===== src/rtl/uart_pkg.sv =====
// Shared UART definitions: line-state encoding and frame geometry.
// Used by uart_tx now and by the future uart_rx.
package uart_pkg;

  typedef enum logic [1:0] {
    UART_IDLE,
    UART_START,
    UART_DATA,
    UART_STOP
  } uart_state_t;

  localparam int unsigned UART_DATA_BITS = 8;
  localparam int unsigned UART_IDX_W     = 3;

endpackage


===== src/rtl/uart_baud_gen.sv =====
// Bit-period timer shared by the UART transmitter and receiver.
// Ports:
//   clk, rst  : clock, asynchronous active-high reset
//   clear     : restart the bit period at count 0 (wins over enable)
//   enable    : advance the count while a frame is in progress
//   bit_tick  : high during the last cycle of each bit period
//   cnt       : current position inside the bit period, 0..CLKS_PER_BIT-1
module uart_baud_gen #(
  parameter  int unsigned CLKS_PER_BIT = 104,
  localparam int unsigned CNT_W        = (CLKS_PER_BIT > 1) ? $clog2(CLKS_PER_BIT) : 1
) (
  input  logic             clk,
  input  logic             rst,
  input  logic             clear,
  input  logic             enable,
  output logic             bit_tick,
  output logic [CNT_W-1:0] cnt
);

  localparam logic [CNT_W-1:0] LAST = CNT_W'(CLKS_PER_BIT - 1);

  if (CLKS_PER_BIT < 2) begin : g_bad_cpb
    $error("uart_baud_gen: CLKS_PER_BIT must be >= 2");
  end

  logic [CNT_W-1:0] cnt_q, cnt_d;
  logic             tick_q, tick_d;

  // Count wraps at the bit boundary; tick is registered alongside so it
  // is high exactly while the count sits at its last value.
  always_comb begin
    cnt_d = cnt_q;
    if (clear) begin
      cnt_d = '0;
    end else if (enable) begin
      cnt_d = (cnt_q == LAST) ? '0 : cnt_q + CNT_W'(1);
    end
    tick_d = (cnt_d == LAST);
  end

  always_ff @(posedge clk or posedge rst) begin
    if (rst) begin
      cnt_q  <= '0;
      tick_q <= 1'b0;
    end else begin
      cnt_q  <= cnt_d;
      tick_q <= tick_d;
    end
  end

  assign bit_tick = tick_q;
  assign cnt      = cnt_q;

endmodule


===== src/rtl/uart_tx.sv =====
// UART 8N1 transmitter: byte-wide valid/ready in, LSB-first serial out, idle high.
// Ports:
//   CLK, RESET : clock, asynchronous active-high reset
//   tx_data    : byte to send, captured on accept (tx_valid && tx_ready)
//   tx_valid   : request, held until accepted
//   tx_ready   : a byte can be accepted at the coming edge
//   tx_busy    : a frame is on the line
//   tx_done    : one-cycle pulse during the last stop-bit cycle
//   TXD        : registered serial line
module uart_tx
  import uart_pkg::*;
#(
  parameter int unsigned CLK_FREQ_HZ  = 12_000_000,
  parameter int unsigned BAUD_RATE    = 115_200,
  parameter int unsigned CLKS_PER_BIT = CLK_FREQ_HZ / BAUD_RATE
) (
  input  logic                      CLK,
  input  logic                      RESET,
  input  logic [UART_DATA_BITS-1:0] tx_data,
  input  logic                      tx_valid,
  output logic                      tx_ready,
  output logic                      tx_busy,
  output logic                      tx_done,
  output logic                      TXD
);

  localparam int unsigned CNT_W = (CLKS_PER_BIT > 1) ? $clog2(CLKS_PER_BIT) : 1;
  localparam logic [CNT_W-1:0]      PRE_LAST = CNT_W'(CLKS_PER_BIT - 2);
  localparam logic [UART_IDX_W-1:0] LAST_IDX = UART_IDX_W'(UART_DATA_BITS - 1);

  uart_state_t               state_q, state_d;
  logic [UART_DATA_BITS-1:0] shift_q, shift_d;
  logic [UART_IDX_W-1:0]     bit_idx_q, bit_idx_d;
  logic                      txd_q, txd_d;
  logic                      ready_q, ready_d;
  logic                      busy_q, busy_d;
  logic                      done_q, done_d;

  logic             accept;
  logic             baud_clear;
  logic             baud_en;
  logic             bit_tick;
  logic [CNT_W-1:0] baud_cnt;

  assign accept     = tx_valid && ready_q;
  assign baud_clear = accept;
  assign baud_en    = (state_q != UART_IDLE);

  uart_baud_gen #(
    .CLKS_PER_BIT (CLKS_PER_BIT)
  ) u_baud (
    .clk      (CLK),
    .rst      (RESET),
    .clear    (baud_clear),
    .enable   (baud_en),
    .bit_tick (bit_tick),
    .cnt      (baud_cnt)
  );

  // Next-state and next-output logic; TXD is computed one cycle ahead so the
  // line is driven straight from a flop.
  always_comb begin
    state_d   = state_q;
    shift_d   = shift_q;
    bit_idx_d = bit_idx_q;
    txd_d     = txd_q;
    ready_d   = ready_q;
    done_d    = 1'b0;

    unique case (state_q)
      UART_IDLE: begin
        txd_d   = 1'b1;
        ready_d = 1'b1;
        if (accept) begin
          state_d = UART_START;
          shift_d = tx_data;
          txd_d   = 1'b0;
          ready_d = 1'b0;
        end
      end
      UART_START: begin
        if (bit_tick) begin
          state_d   = UART_DATA;
          txd_d     = shift_q[0];
          bit_idx_d = '0;
        end
      end
      UART_DATA: begin
        if (bit_tick) begin
          if (bit_idx_q == LAST_IDX) begin
            state_d   = UART_STOP;
            txd_d     = 1'b1;
            bit_idx_d = '0;
          end else begin
            shift_d   = shift_q >> 1;
            txd_d     = shift_q[1];
            bit_idx_d = bit_idx_q + UART_IDX_W'(1);
          end
        end
      end
      UART_STOP: begin
        // Raise done/ready one edge early so both are visible in the last stop cycle.
        if (!bit_tick && baud_cnt == PRE_LAST) begin
          done_d  = 1'b1;
          ready_d = 1'b1;
        end
        if (bit_tick) begin
          if (accept) begin
            state_d = UART_START;
            shift_d = tx_data;
            txd_d   = 1'b0;
            ready_d = 1'b0;
          end else begin
            state_d = UART_IDLE;
            txd_d   = 1'b1;
            ready_d = 1'b1;
          end
        end
      end
      default: begin
        state_d = UART_IDLE;
        txd_d   = 1'b1;
        ready_d = 1'b1;
      end
    endcase

    busy_d = (state_d != UART_IDLE);
  end

  always_ff @(posedge CLK or posedge RESET) begin
    if (RESET) begin
      state_q   <= UART_IDLE;
      shift_q   <= '0;
      bit_idx_q <= '0;
      txd_q     <= 1'b1;
      ready_q   <= 1'b1;
      busy_q    <= 1'b0;
      done_q    <= 1'b0;
    end else begin
      state_q   <= state_d;
      shift_q   <= shift_d;
      bit_idx_q <= bit_idx_d;
      txd_q     <= txd_d;
      ready_q   <= ready_d;
      busy_q    <= busy_d;
      done_q    <= done_d;
    end
  end

  assign TXD      = txd_q;
  assign tx_ready = ready_q;
  assign tx_busy  = busy_q;
  assign tx_done  = done_q;

endmodule


===== config.mk =====
export PLATFORM = sky130hd
export DESIGN_NAME = uart_tx
export DESIGN_NICKNAME = d
export VERILOG_FILES = /design/src/rtl/uart_pkg.sv /design/src/rtl/uart_baud_gen.sv /design/src/rtl/uart_tx.sv
export SDC_FILE = /design/constraint.sdc
export NUM_CORES = 1
export LEC_CHECK = 0
export CORE_ASPECT_RATIO = 0.7
export CORE_MARGIN = 3
export CORE_UTILIZATION = 65
export CTS_CLUSTER_DIAMETER = 100
export CTS_CLUSTER_SIZE = 8
export DETAILED_ROUTE_END_ITERATION = 8
export DONT_BUFFER_PORTS = 1
export PLACE_DENSITY = 0.77
export SLEW_MARGIN = 20
export SYNTH_ARGS = -nofsm -noshare
export SYNTH_HDL_FRONTEND = slang
export SYNTH_SLANG_ARGS = --single-unit

===== constraint.sdc =====
create_clock -name CLK -period 3.2 [get_ports CLK]
set_input_delay 0.48 -clock CLK [delete_from_list [all_inputs] [get_ports CLK]]
set_output_delay 0.48 -clock CLK [all_outputs]
set_load 0.1 [all_outputs]

==> impl_metrics.py <==
metrics = {
    "routing": {
        "drc": 0,
        "via_per_inst": 5.89,
        "vias": 977,
        "drt_iter0_markers": 58,
        "wire_per_inst_um": 15.3,
        "drt-total-wl_mm": 2.53,
        "drtAntennaViolNets": 0,
        "dr.pass1.iters": 4,
    },
    "sta": {
        "finClkSkew_ns": 0.0187,
        "period_minus_slack_ns": 2.30,
        "setup_viol": 0,
        "rsz0062_at_grt": "false",
        "tns_ns": 0,
        "slew_headroom_pct": 39.8,
        "drv_slew": 0,
        "finalHoldViolations": 0,
        "tightest_slew_ns": 0.902,
        "fin_crit_sh_pct": 72.0,
        "fmax_mhz": 434,
    },
    "worst_setup_path": {
        "reg2reg_depth": 6,
        "arrival_ns": 2.56,
        "cp-start-kind": "flop",
        "required_ns": 3.45,
        "endpoint_kind": "flop",
        "crit_type": "reg2reg",
        "path_max_fanout": 18,
    },
    "clock_network": {
        "ctsHoldBuffers": 0,
        "clockBufferDepth": 2,
        "clock-sinks": 25,
        "cts_setup_buffers": 0,
        "htree_levels": 1,
        "cts_resized": 0,
        "cts_root_buf": "clkbuf_4",
        "numCtsBuffers": 3,
        "cts_tree": "yes",
        "insertion_delay_ns": 0.33,
        "clk_pin_slew_ns": 0.14,
    },
    "finish": {
        "final_cells": 166,
        "antenna_cells": 0,
        "drive_gt1_share_pct": 10.3,
        "nets": 156,
        "syn2layout_area_growth_pct": 1.14,
        "final_util_pct": 73.6,
    },
    "synthesis": {
        "yosysSeqAreaShare_pct": 43.9,
        "synthTopCellsByCount": "dfrtp_1 (23), nor2_1 (19), ha_1 (8), nand2_1 (8)",
        "ys_seq_elements": 25,
        "synth_area_leaders": "dfrtp_1 (40%), ha_1 (7.0%), nor2_1 (5.0%)",
        "synth-main-ff-cell": "dfrtp_1",
        "synth.distinct_cells": 39,
        "netlist_area_um2": 1430,
        "synth_top_cell_by_area": "dfrtp_1",
        "synth_fp_nets": 158,
        "synth-edff-count": 0,
        "syn-mean-instance-area_um2": 10.3,
        "ys_warn_count": 0,
        "yosysTopAreaCellShare_pct": 40.2,
        "async_reset_ff_share_pct": 100,
        "synth.most_common_cell": "dfrtp_1",
        "netlist_instances": 139,
    },
    "global_route": {
        "grt-ovfl-total": 0,
        "grt_max_degree": 26,
        "first_global_vias": 914,
        "gr-usage-all-layers_pct": 21.6,
        "grt_antenna_before_repair": 0,
        "grt_pass1_wl_mm": 4.33,
    },
    "die": {
        "rows": 13,
        "fp.coreArea_um2": 1970,
        "dieArea_um2": 2810,
        "ioPinCount": 15,
        "die_y_um": 45.3,
        "start_util_pct": 72.7,
        "die_w_um": 62.1,
    },
    "status": {
        "status": "complete, no violations",
    },
    "place": {
        "io_buffers": 0,
        "gp_congestion": 0.800,
        "dp.cells": 162,
        "post-dp-hpwl_mm": 1.89,
    },
    "power_and_ir_drop": {
        "p_leak_nw": 0.684,
        "vdd_ir_drop_max_v": 0.000602,
        "pwr_density_cell_nw_per_um2": 747,
    },
    "job": {
        "max_cap_violations": 0,
    },
    "min_path": {
        "hp-class": "in2async",
    },
}
-- worst paths after layout --
check                                            to  slack, ns                      from
max                          shift_q[2]$_DFFE_PP0P_       0.90      state_q[0]$_DFF_PP0_
min                         u_baud.cnt[1]$_DFF_PP0_       0.21                     RESET
max reg2reg                  shift_q[2]$_DFFE_PP0P_       0.90      state_q[0]$_DFF_PP0_
min reg2reg                bit_idx_q[0]$_DFFE_PP0P_       0.52  bit_idx_q[0]$_DFFE_PP0P_
max in group asynchronous    shift_q[1]$_DFFE_PP0P_       2.42                     RESET
min in group CLK             shift_q[7]$_DFFE_PP0P_       0.29                tx_data[7]
-- per-layer routing --
layer,GRT usage [%],vias up,part of all wire [%]
met5,0,-,0
met4,7.20,0,1.1
met3,5.71,4,5.9
met2,29.8,29,41
met1,32.6,454,52
li1,-,490,-
-- sequential cells by signal (all words and copies together) (netlist names) --
signal and flops:
shift_q 8, u_baud.cnt 7, bit_idx_q 3, state_q 2, TXD 1, tx_busy 1
tx_done 1, tx_ready 1, u_baud.bit_tick 1
-- placed cells by master, fill, tap and decap left out, types with 4 or more instances in the layout --
cell type / instances
nand2_1: 8
o21ai_0: 7
a21oi_1: 7
nor2_1: 19
a21o_1: 4
dfrtp_1: 23
xor2_1: 4
mux2i_1: 7
inv_1: 7
ha_1: 8
-- per-stage QoR --
stage / hold WS, ns / worst slack (ns) / cell area (um2) / power [mW]
2_1_floorplan: 0.463 / 1.48 / 1430 / 0.883
3_3_place_gp: 0.488 / 1.04 / 1420 / 0.919
3_5_place_dp: 0.492 / 0.923 / 1420 / 0.942
4_1_cts: 0.249 / 0.890 / 1450 / 1.08
5_1_grt: 0.264 / 0.719 / 1450 / 1.16
6_report: 0.212 / 0.895 / 1450 / 1.08
-- power breakdown --
part	switching (mW)	leakage, nW	internal, mW
sequential	0.218	0.314	0.412
combinational	0.182	0.352	0.130
clock	0.0929	0.0177	0.0469
total	0.493	0.684	0.589
-- logic make-up (layout without fill, tap and decap cells) --
kind of cell    count (synthesis)  count (layout)  synth area share, %
simple gates                   49              49                 20.0
compound gates                 30              30                 15.3
flops                          25              25                 43.9
buf+inv                        14              11                 5.24
fa+ha+maj                       8               8                 6.99
mux                             7               7                 4.90
xor+xnor                        6               6                 3.67
-- critical path, stage by stage, from the launching register on --
cell and delay (ns):
dfrtp_1 0.44, inv_1 0.10, ha_1 0.69, nand3b_4 0.15
a211oi_4 0.62, nor2_1 0.12, a21oi_2 0.13
-- final cells by class --
class,count,area [um2]
tap,30,37.5
fill,146,520
clock buffer,3,22.5
clock inverter,1,5.00
sequential,25,628
inverter,7,26.3
multi-input combinational,100,728
No activity file was read; power rests on OpenSTA's default activity.
